--- src/rtl/spi_seq_pkg.sv ---
// rtl/spi_seq_pkg.sv - shared state encoding and register table for the SPI config sequencer
package spi_seq_pkg;

  typedef enum logic [2:0] {
    S_IDLE,
    S_LOAD,
    S_WRITE,
    S_RELEASE,
    S_GAP,
    S_DONE,
    S_ERROR
  } state_t;

  typedef struct packed {
    logic [5:0] addr;
    logic [7:0] value;
  } cfg_entry_t;

  localparam cfg_entry_t CFG_TABLE [16] = '{
    '{6'h2C, 8'h0F},
    '{6'h31, 8'h0B},
    '{6'h38, 8'h00},
    '{6'h2D, 8'h08},
    '{6'h00, 8'h00}, '{6'h00, 8'h00}, '{6'h00, 8'h00}, '{6'h00, 8'h00},
    '{6'h00, 8'h00}, '{6'h00, 8'h00}, '{6'h00, 8'h00}, '{6'h00, 8'h00},
    '{6'h00, 8'h00}, '{6'h00, 8'h00}, '{6'h00, 8'h00}, '{6'h00, 8'h00}
  };

endpackage

--- src/rtl/spi_sclk_gen.sv ---
// rtl/spi_sclk_gen.sv - SCLK divider; idles high, first toggle CLK_DIV cycles after run rises
module spi_sclk_gen #(
  parameter int unsigned CLK_DIV = 4
) (
  input  logic clk,
  input  logic reset,
  input  logic run,
  output logic sclk
);

  localparam int unsigned CW = (CLK_DIV > 1) ? $clog2(CLK_DIV) : 1;
  localparam logic [CW-1:0] DIV_LAST = CW'(CLK_DIV - 1);

  logic [CW-1:0] r_cnt;
  logic          r_sclk;

  always_ff @(posedge clk or posedge reset) begin
    if (reset) begin
      r_cnt  <= '0;
      r_sclk <= 1'b1;
    end else if (!run) begin
      r_cnt  <= '0;
      r_sclk <= 1'b1;
    end else if (r_cnt == DIV_LAST) begin
      r_cnt  <= '0;
      r_sclk <= ~r_sclk;
    end else begin
      r_cnt  <= r_cnt + 1'b1;
    end
  end

  assign sclk = r_sclk;

endmodule

--- src/rtl/spi_config_sequencer.sv ---
// rtl/spi_config_sequencer.sv - walks CFG_TABLE and issues one SPI register write per entry
// Optional write timeout enabled by defining SPI_SEQ_TIMEOUT_EN.
module spi_config_sequencer
  import spi_seq_pkg::*;
#(
  parameter int unsigned CLK_DIV        = 4,
  parameter int unsigned NUM_REGS       = 4,
  parameter int unsigned GAP_CYCLES     = 8,
  parameter int unsigned TIMEOUT_CYCLES = 4096
) (
  input  logic       clk,
  input  logic       reset,
  input  logic       start,
  output logic       busy,
  output logic       done,
  output logic       error,
  output logic       wr_enable,
  output logic [5:0] wr_address,
  output logic [7:0] wr_value,
  input  logic       wr_complete,
  output logic       sclk,
  output logic       cs_n
);

  localparam int unsigned   GW       = $clog2(GAP_CYCLES + 1);
  localparam logic [GW-1:0] GAP_LAST = GW'(GAP_CYCLES - 1);
  localparam logic [3:0]    IDX_LAST = 4'(NUM_REGS - 1);

  if (CLK_DIV < 2 || NUM_REGS < 1 || NUM_REGS > 16 || GAP_CYCLES < 1 || TIMEOUT_CYCLES < 1)
  begin : g_bad_params
    $error("spi_config_sequencer: parameter out of range");
  end

  state_t        r_state;
  state_t        w_next;
  logic [3:0]    r_index;
  logic [GW-1:0] r_gap_cnt;
  logic          w_run;
  logic          w_timeout;
  logic          w_gap_end;

`ifdef SPI_SEQ_TIMEOUT_EN
  localparam int unsigned   TW      = $clog2(TIMEOUT_CYCLES + 1);
  localparam logic [TW-1:0] TO_LAST = TW'(TIMEOUT_CYCLES - 1);

  logic [TW-1:0] r_to_cnt;

  always_ff @(posedge clk or posedge reset) begin
    if (reset) begin
      r_to_cnt <= '0;
    end else if (r_state != S_WRITE) begin
      r_to_cnt <= '0;
    end else begin
      r_to_cnt <= r_to_cnt + 1'b1;
    end
  end

  assign w_timeout = (r_state == S_WRITE) && (r_to_cnt == TO_LAST);
  assign error     = (r_state == S_ERROR);
`else
  assign w_timeout = 1'b0;
  assign error     = 1'b0;
`endif

  assign w_gap_end = (r_state == S_GAP) && (r_gap_cnt == GAP_LAST);

  always_comb begin
    w_next = r_state;
    case (r_state)
      S_IDLE, S_DONE, S_ERROR: if (start) w_next = S_LOAD;
      S_LOAD:                  w_next = S_WRITE;
      S_WRITE: begin
        if (wr_complete)    w_next = S_RELEASE;
        else if (w_timeout) w_next = S_ERROR;
      end
      S_RELEASE:               if (!wr_complete) w_next = S_GAP;
      S_GAP: begin
        if (w_gap_end) w_next = (r_index == IDX_LAST) ? S_DONE : S_LOAD;
      end
      default:                 w_next = S_IDLE;
    endcase
  end

  always_ff @(posedge clk or posedge reset) begin
    if (reset) begin
      r_state <= S_IDLE;
    end else begin
      r_state <= w_next;
    end
  end

  always_ff @(posedge clk or posedge reset) begin
    if (reset) begin
      r_index <= '0;
    end else if ((r_state == S_IDLE || r_state == S_DONE || r_state == S_ERROR) && start) begin
      r_index <= '0;
    end else if (w_gap_end && (r_index != IDX_LAST)) begin
      r_index <= r_index + 1'b1;
    end
  end

  always_ff @(posedge clk or posedge reset) begin
    if (reset) begin
      r_gap_cnt <= '0;
    end else if (r_state != S_GAP) begin
      r_gap_cnt <= '0;
    end else begin
      r_gap_cnt <= r_gap_cnt + 1'b1;
    end
  end

  // Drop run on the leaving edge so SCLK is forced high together with the state change.
  assign w_run = (r_state == S_WRITE) && (w_next == S_WRITE);

  spi_sclk_gen #(
    .CLK_DIV(CLK_DIV)
  ) u_sclk_gen (
    .clk  (clk),
    .reset(reset),
    .run  (w_run),
    .sclk (sclk)
  );

  always_comb begin
    busy       = 1'b0;
    done       = 1'b0;
    wr_enable  = 1'b0;
    cs_n       = 1'b1;
    wr_address = '0;
    wr_value   = '0;
    case (r_state)
      S_LOAD: begin
        busy       = 1'b1;
        cs_n       = 1'b0;
        wr_address = CFG_TABLE[r_index].addr;
        wr_value   = CFG_TABLE[r_index].value;
      end
      S_WRITE: begin
        busy       = 1'b1;
        cs_n       = 1'b0;
        wr_enable  = 1'b1;
        wr_address = CFG_TABLE[r_index].addr;
        wr_value   = CFG_TABLE[r_index].value;
      end
      S_RELEASE, S_GAP: begin
        busy       = 1'b1;
        wr_address = CFG_TABLE[r_index].addr;
        wr_value   = CFG_TABLE[r_index].value;
      end
      S_DONE:  done = 1'b1;
      default: ;
    endcase
  end

endmodule

--- config.mk ---
export PLATFORM = sky130hd
export DESIGN_NAME = spi_config_sequencer
export DESIGN_NICKNAME = d
export VERILOG_FILES = /design/src/rtl/spi_seq_pkg.sv /design/src/rtl/spi_sclk_gen.sv /design/src/rtl/spi_config_sequencer.sv
export SDC_FILE = /design/constraint.sdc
export NUM_CORES = 1
export LEC_CHECK = 0
export ABC_AREA = 1
export BUFFER_PORTS_ARGS = -buffer_cell sky130_fd_sc_hd__buf_4
export CAP_MARGIN = 10
export CORE_MARGIN = 5
export CORE_UTILIZATION = 51
export CTS_CLUSTER_DIAMETER = 80
export DETAILED_ROUTE_END_ITERATION = 10
export GPL_ROUTABILITY_DRIVEN = 1
export PLACE_DENSITY = 0.81
export SETUP_SLACK_MARGIN = 0.3
export SYNTH_ARGS = -nofsm -noshare
export SYNTH_HDL_FRONTEND = slang
export SYNTH_SLANG_ARGS = --single-unit
--- constraint.sdc ---
create_clock -name clk -period 2 [get_ports clk]
set_clock_uncertainty 0.2 [all_clocks]
set_input_delay 0.4 -clock clk [delete_from_list [all_inputs] [get_ports clk]]
set_output_delay 0.4 -clock clk [all_outputs]
set_load 0.02 [all_outputs]
==> out/results.txt, run 1 <==
RSZ-0062 raised after global routing = yes
highest-count cells in the layout ignoring fill and taps = buf_4, inv_1, nand2_1
period utilization = 104%
Switch Pwr = 986 uW
post-synthesis xor/xnor area fraction = 3.76%
clock share of power = 7.9%
largest net degree at the start of global routing = 15
Unique masters post-synth = 25
setup TNS = -430 ps
Residual DRC = 0
I/O Buffers = 17
Synth Area in Simple Gates = 34.0%
number of enable flip-flop cells after synthesis = 0
Critical Path RT = 1400 ps
Synth Instances = 116
cts bufs inserted = 3
mux share of post-synthesis cell area = 0%
Clk Latency, worst-skew pair = 270 ps
flops & latches, synth = 14
num rows = 15
io pins = 24
Inserted Diodes = 0
post-synthesis adder-cell area fraction = 8.06%
antenna violations before repair = 0
Pwr per Cell Area = 1530 nW/um^2
DR iter-0 viols = 18
ratio of cells with drive above 1 in the final layout = 43.2%
largest family of logic cells by synthesized area = simple AND/OR/NAND/NOR gates
worst vdd rail ir drop = 876 uV
Die Width = 52.7 um
Flop pwr share = 19.2%
Tot GR Track Use = 16.1%
Leakage = 0.000693 uW
Critical Path Slowest Stage Cell = dfrtp_2
Setup Viol. Count Final = 8
CP most frequent cell = nand2_4
Comb power frac = 72.9%
MaxCap Viol Count = 0
Die Height = 52.7 um
first-pass GRT wire length = 3300 um
critical path endpoint category = output pin
CTS H-tree depth = 1
total gr overflow = 0
startpoint types = flip-flop
outcome = complete, but fails checks
leading cell type in the layout, fill and taps excluded = buf_4
Synth Area per Inst = 8.02 um^2
total core area = 1730 um^2
relative slew slack = 65.5%
Ys Warns = 0
worst path arrival time = 1480 ps
vias per inst = 4.92
minimum hold slack = 191 ps
GPL Wtd Cong = 0.788
hold crit path type = in -> reg
failing checks = setup timing
Synth async-reset ratio = 100%
Hold Fails Final Rpt = 0
Max Transition Viols Final = 0
post-route setup slack = -82.0 ps
CTS Buffer Depth = 2
dpl hpwl = 1380 um
Critical Path Max Stage Delay = 430 ps
final wirelength = 2370 um
vias in the first global route = 750
nets = 159
peak fanout along the critical path = 8
die area = 2780 um^2
Starting Density = 53.9%
Fmax = 480 MHz
register area share after synthesis = 37.8%
fin util = 77.5%
fin crit period = 2080 ps
total vias in the final route = 852
crit path cell chain = nor2_4 > nand2_4 > nand2_4 > nand3_4 > nor2_1 > buf_4
Root Buffer Master = clkbuf_4
number of fill cells = 117
Sw Share = 48.1%
WL per Instance = 13.7 um
WS Path Type = reg -> out
Synth Area in Compound Gates = 1.88%
area grow syn2layout = 43.7%
DRT antenna net count = 0
P_int = 1070 uW
clk slew on worst S/H paths = 80 ps
Synth Flop Type = dfrtp_1
Post-Synthesis Cell Area = 931 um^2
router iterations before antenna repair = 4
TritonCTS clock tree = yes
slew at the pin closest to its max-slew limit = 517 ps
clock sink total = 14
[sequential cells by signal, summed over array words and instances, names as in the netlist]
| signal | count |
|---|---|
| r_gap_cnt | 4 |
| r_index | 4 |
| r_state | 3 |
| u_sclk_gen.r_cnt | 2 |
| u_sclk_gen.sclk | 1 |
[area by class of cell]
cell class / instances / area [um^2] / share of cell area [%]
tap: 25 / 31.3 / 2.34
inverter: 19 / 73.8 / 5.52
timing repair buffer: 31 / 280 / 21.0
clock buffer: 4 / 26.3 / 1.96
multi-input combinational: 80 / 572 / 42.8
sequential: 14 / 354 / 26.5
[power by group through the flow]
stage | sequential [uW] | clock (uW) | combinational (uW)
2_1_floorplan | 372 | 0 | 705
3_3_place_gp | 400 | 0 | 958
3_5_place_dp | 407 | 0 | 977
4_1_cts | 383 | 170 | 1270
5_1_grt | 400 | 183 | 1600
6_report | 395 | 161 | 1490
[cells in the mapped netlist, types with 2 or more instances]
cell type | instances | area share (%)
buf_4 | 8 | 6.5
dfrtp_1 | 13 | 35
ha_1 | 6 | 8.1
inv_1 | 18 | 7.3
nand2_1 | 17 | 6.9
nand2_2 | 2 | 1.3
nand3_1 | 13 | 7.0
nand3_2 | 2 | 2.2
nand4_1 | 2 | 1.3
nor2_1 | 15 | 6.0
nor2_2 | 4 | 2.7
xnor2_1 | 2 | 1.9
xor2_1 | 2 | 1.9
[through the flow]
stage / cells / instance area (um^2) / setup WS (ps) / power, uW
finish: 173 / 1340 / -82.0 / 2050
floorplan: 121 / 962 / 154 / 1080
global placement: 156 / 1070 / 217 / 1360
detailed placement: 156 / 1070 / 185 / 1380
CTS: 169 / 1220 / 9.69 / 1820
global route: 173 / 1340 / -138 / 2180
[layer usage]
layer	global-route usage [%]	up-vias	part of all wire [%]
met1	21.0	407	42
met4	7.66	0	0.97
met3	1.71	4	4.6
li1	-	412	-
met5	0	-	0
met2	26.2	29	53
[kinds of logic after synthesis]
group	count (synthesis)
other cells	1
fa+ha+maj	6
flops	14
xor+xnor	4
simple gates	61
buf+inv	27
compound gates	3
[path summary, 6_finish.rpt]
check / start / end / slack (ps) / cells after the start
worst max-delay path: r_state[1]$_DFF_PP0_ / wr_address[3] / -80 / 6
worst min-delay path: wr_complete / r_state[1]$_DFF_PP0_ / 190 / 3
worst max register to register: r_state[1]$_DFF_PP0_ / u_sclk_gen.r_cnt[0]$_DFF_PP0_ / 280 / 9
worst min register to register: r_gap_cnt[0]$_DFF_PP0_ / r_gap_cnt[0]$_DFF_PP0_ / 270 / 1
max in group asynchronous: reset / r_state[1]$_DFF_PP0_ / 710 / 3
min in group asynchronous: reset / r_gap_cnt[2]$_DFF_PP0_ / 520 / 3
[critical path, delay by kind of cell (launching register included)]
| family | cells | cell delay (ps) |
|---|---|---|
| flops | 1 | 430 |
| buf+inv | 1 | 150 |
| simple gates | 5 | 610 |
[timing repair]
item,4_1_cts,5_1_grt
hold endpoints to repair,13,0
setup buffers,8,4
pin swaps,3,9
endpoints found under the setup margin,13,16
hold buffers,1,0
gates resized for setup,17,21
No activity file was read; power rests on OpenSTA's default activity.
==> run 2: changes to the inputs <==
ABC_AREA = 0   (was 1)
==> out/results.txt, run 2 <==
clock sink total = 14
Root Buffer Master = clkbuf_4
slew at the pin closest to its max-slew limit = 637 ps
period utilization = 104%
Synth Flop Type = dfrtp_1
Bufs and invs on worst path = 2
Leakage = 0.000617 uW
Unique masters post-synth = 38
largest net degree at the start of global routing = 15
cts bufs inserted = 3
startpoint types = flip-flop
final wirelength = 2090 um
Critical Path Max Stage Delay = 400 ps
total gr overflow = 0
register area share after synthesis = 37.7%
first-pass GRT wire length = 3420 um
peak fanout along the critical path = 6
DR iter-0 viols = 14
reg2reg end = r_index[0]$_DFFE_PP0P_
Fmax = 479 MHz
antenna violations before repair = 0
Residual DRC = 0
RSZ-0062 raised after global routing = yes
hold crit path type = in -> reg
post-route setup slack = -87.1 ps
critical path endpoint category = output pin
Critical Path RT = 1400 ps
Synth async-reset ratio = 100%
Pwr per Cell Area = 1470 nW/um^2
Critical Path Slowest Stage Cell = or3_4
WL per Instance = 13.6 um
total vias in the final route = 793
total core area = 1730 um^2
R2R Setup Slk = 80 ps
Multi-input gate area = 566 um^2
Worst R2R Path Depth = 4
nets = 139
io pins = 24
router iterations before antenna repair = 4
dpl hpwl = 1340 um
die area = 2790 um^2
failing checks = setup timing
worst path arrival time = 1490 ps
Starting Density = 54.1%
setup TNS = -273 ps
area grow syn2layout = 39.1%
num rows = 15
count leader, synth = dfrtp_1
CTS Buffer Depth = 2
TritonCTS clock tree = yes
synth top area cells = dfrtp_1, ha_1, buf_4
outcome = complete, but fails checks
clk slew on worst S/H paths = 90 ps
Die Height = 52.8 um
Tot GR Track Use = 16.9%
HP Start = start
highest-count cells in the layout ignoring fill and taps = buf_4, buf_6, dfrtp_1
post-synth top area cell = dfrtp_1
flops & latches, synth = 14
vias in the first global route = 818
Ys Warns = 0
Synth Instances = 100
Max Transition Viols Final = 0
relative slew slack = 57.5%
GPL Wtd Cong = 0.776
I/O Buffers = 17
Die Width = 52.8 um
ratio of cells with drive above 1 in the final layout = 41.4%
vias per inst = 5.18
R2R Path Start = r_state[0]$_DFF_PP0_
Synth Area per Inst = 9.33 um^2
biggest registers after layout = r_gap_cnt (4), r_index (4), r_state (3)
number of enable flip-flop cells after synthesis = 0
WS Path Type = reg -> out
CP top delay family = simple AND/OR/NAND/NOR gates
share of Yosys cell area claimed by the top area cell type = 34.9%
crit path cell chain = or3_4 > nand3_4 > inv_4 > and2_4 > buf_6
hold endpoint = r_index[1]$_DFFE_PP0P_
Crit path depth = 5
WHS Path Cells = 2
Hold Fails Final Rpt = 0
CTS H-tree depth = 1
number of fill cells = 121
most instantiated cells after synthesis = dfrtp_1, nor2_1, buf_4
Clk Latency, worst-skew pair = 270 ps
fin util = 75.2%
FF+latch area = 353 um^2
leading cell type in the layout, fill and taps excluded = buf_4
MaxCap Viol Count = 0
fin crit period = 2090 ps
DRT antenna net count = 0
worst vdd rail ir drop = 1410 uV
Inserted Diodes = 0
Setup Viol. Count Final = 8
Post-Synthesis Cell Area = 933 um^2
Place WS = 150 ps
[run 2: cell types whose count changed after synthesis, sizes merged, moves of 4 or more]
| cell | change |
|---|---|
| inv | -11 |
| nor3b | +4 |
| nor2 | -9 |
| and2 | +4 |
| nand2 | -18 |
| nand3 | -13 |
[run 2: cell type report]
type                    count  area share (%)
flip-flops and latches     14            27.2
multi-input cells          71            43.5
well taps                  25            2.41
repair buffers             31            21.6
inverters                   8            2.50
clock buffers               4            2.79
[run 2: timing repair]
action / 4_1_cts / 5_1_grt
resized for setup: 15 / 9
endpoints found under the setup margin: 18 / 19
pin swaps: 10 / 4
hold endpoints to repair: 13 / 0
hold buffers: 1 / 0
setup buffers: 10 / 0
gates cloned: 0 / 0
[run 2: worst reg2reg max path: stages, from the launching register on]
cell     delay (ps)
dfrtp_1         420
buf_6           140
or3b_4          430
or4_4           530
a22oi_2         120
[run 2: worst max path at each step]
| stage | startpoint | endpoint | slack (ps) |
|---|---|---|---|
| 6_report | r_state[2]$_DFF_PP0_ | wr_address[4] | -90 |
| 5_1_grt | r_state[2]$_DFF_PP0_ | wr_address[4] | -140 |
| 4_1_cts | r_state[1]$_DFF_PP0_ | wr_value[2] | -80 |
| 3_5_place_dp | r_state[0]$_DFF_PP0_ | r_index[0]$_DFFE_PP0P_ | 150 |
| 3_3_place_gp | r_state[2]$_DFF_PP0_ | wr_value[2] | 170 |
| 2_1_floorplan | r_state[0]$_DFF_PP0_ | wr_address[4] | 230 |
[run 2: logic make-up (layout without fill, tap and decap cells)]
family | after synthesis | count (layout) | synth area share, %
flip-flops | 14 | 14 | 37.7
AO/OA/AOI/OAI | 17 | 17 | 13.4
adder cells (fa/ha/maj) | 6 | 6 | 8.04
XOR/XNOR | 5 | 5 | 4.69
buffers and inverters | 20 | 43 | 12.5
other | 1 | 6 | 0.402
AND/OR/NAND/NOR | 37 | 37 | 23.3
[run 2: report_power, final]
part | switching, uW | total (uW) | internal, uW
logic | 726 | 1350 | 626
registers | 30.0 | 357 | 327
clock network | 89.3 | 200 | 111
total | 845 | 1910 | 1060
[run 2: metal layers]
| layer | vias to the layer above | wire (um) | global-route usage (%) |
|---|---|---|---|
| met5 | - | 0 | 0 |
| met4 | 0 | 10 | 4.68 |
| met3 | 2 | 49 | 3.99 |
| met2 | 12 | 1160 | 32.0 |
| met1 | 391 | 868 | 18.4 |
| li1 | 388 | - | - |
[run 2: stage by stage]
step / area, um^2 / std cells / hold slack [ps] / power (uW)
floorplan: 996 / 105 / 88.5 / 1120
global placement: 1080 / 138 / 224 / 1400
detailed placement: 1080 / 138 / 235 / 1410
CTS: 1260 / 153 / 161 / 1840
global route: 1300 / 153 / 171 / 2020
finish: 1300 / 153 / 175 / 1910
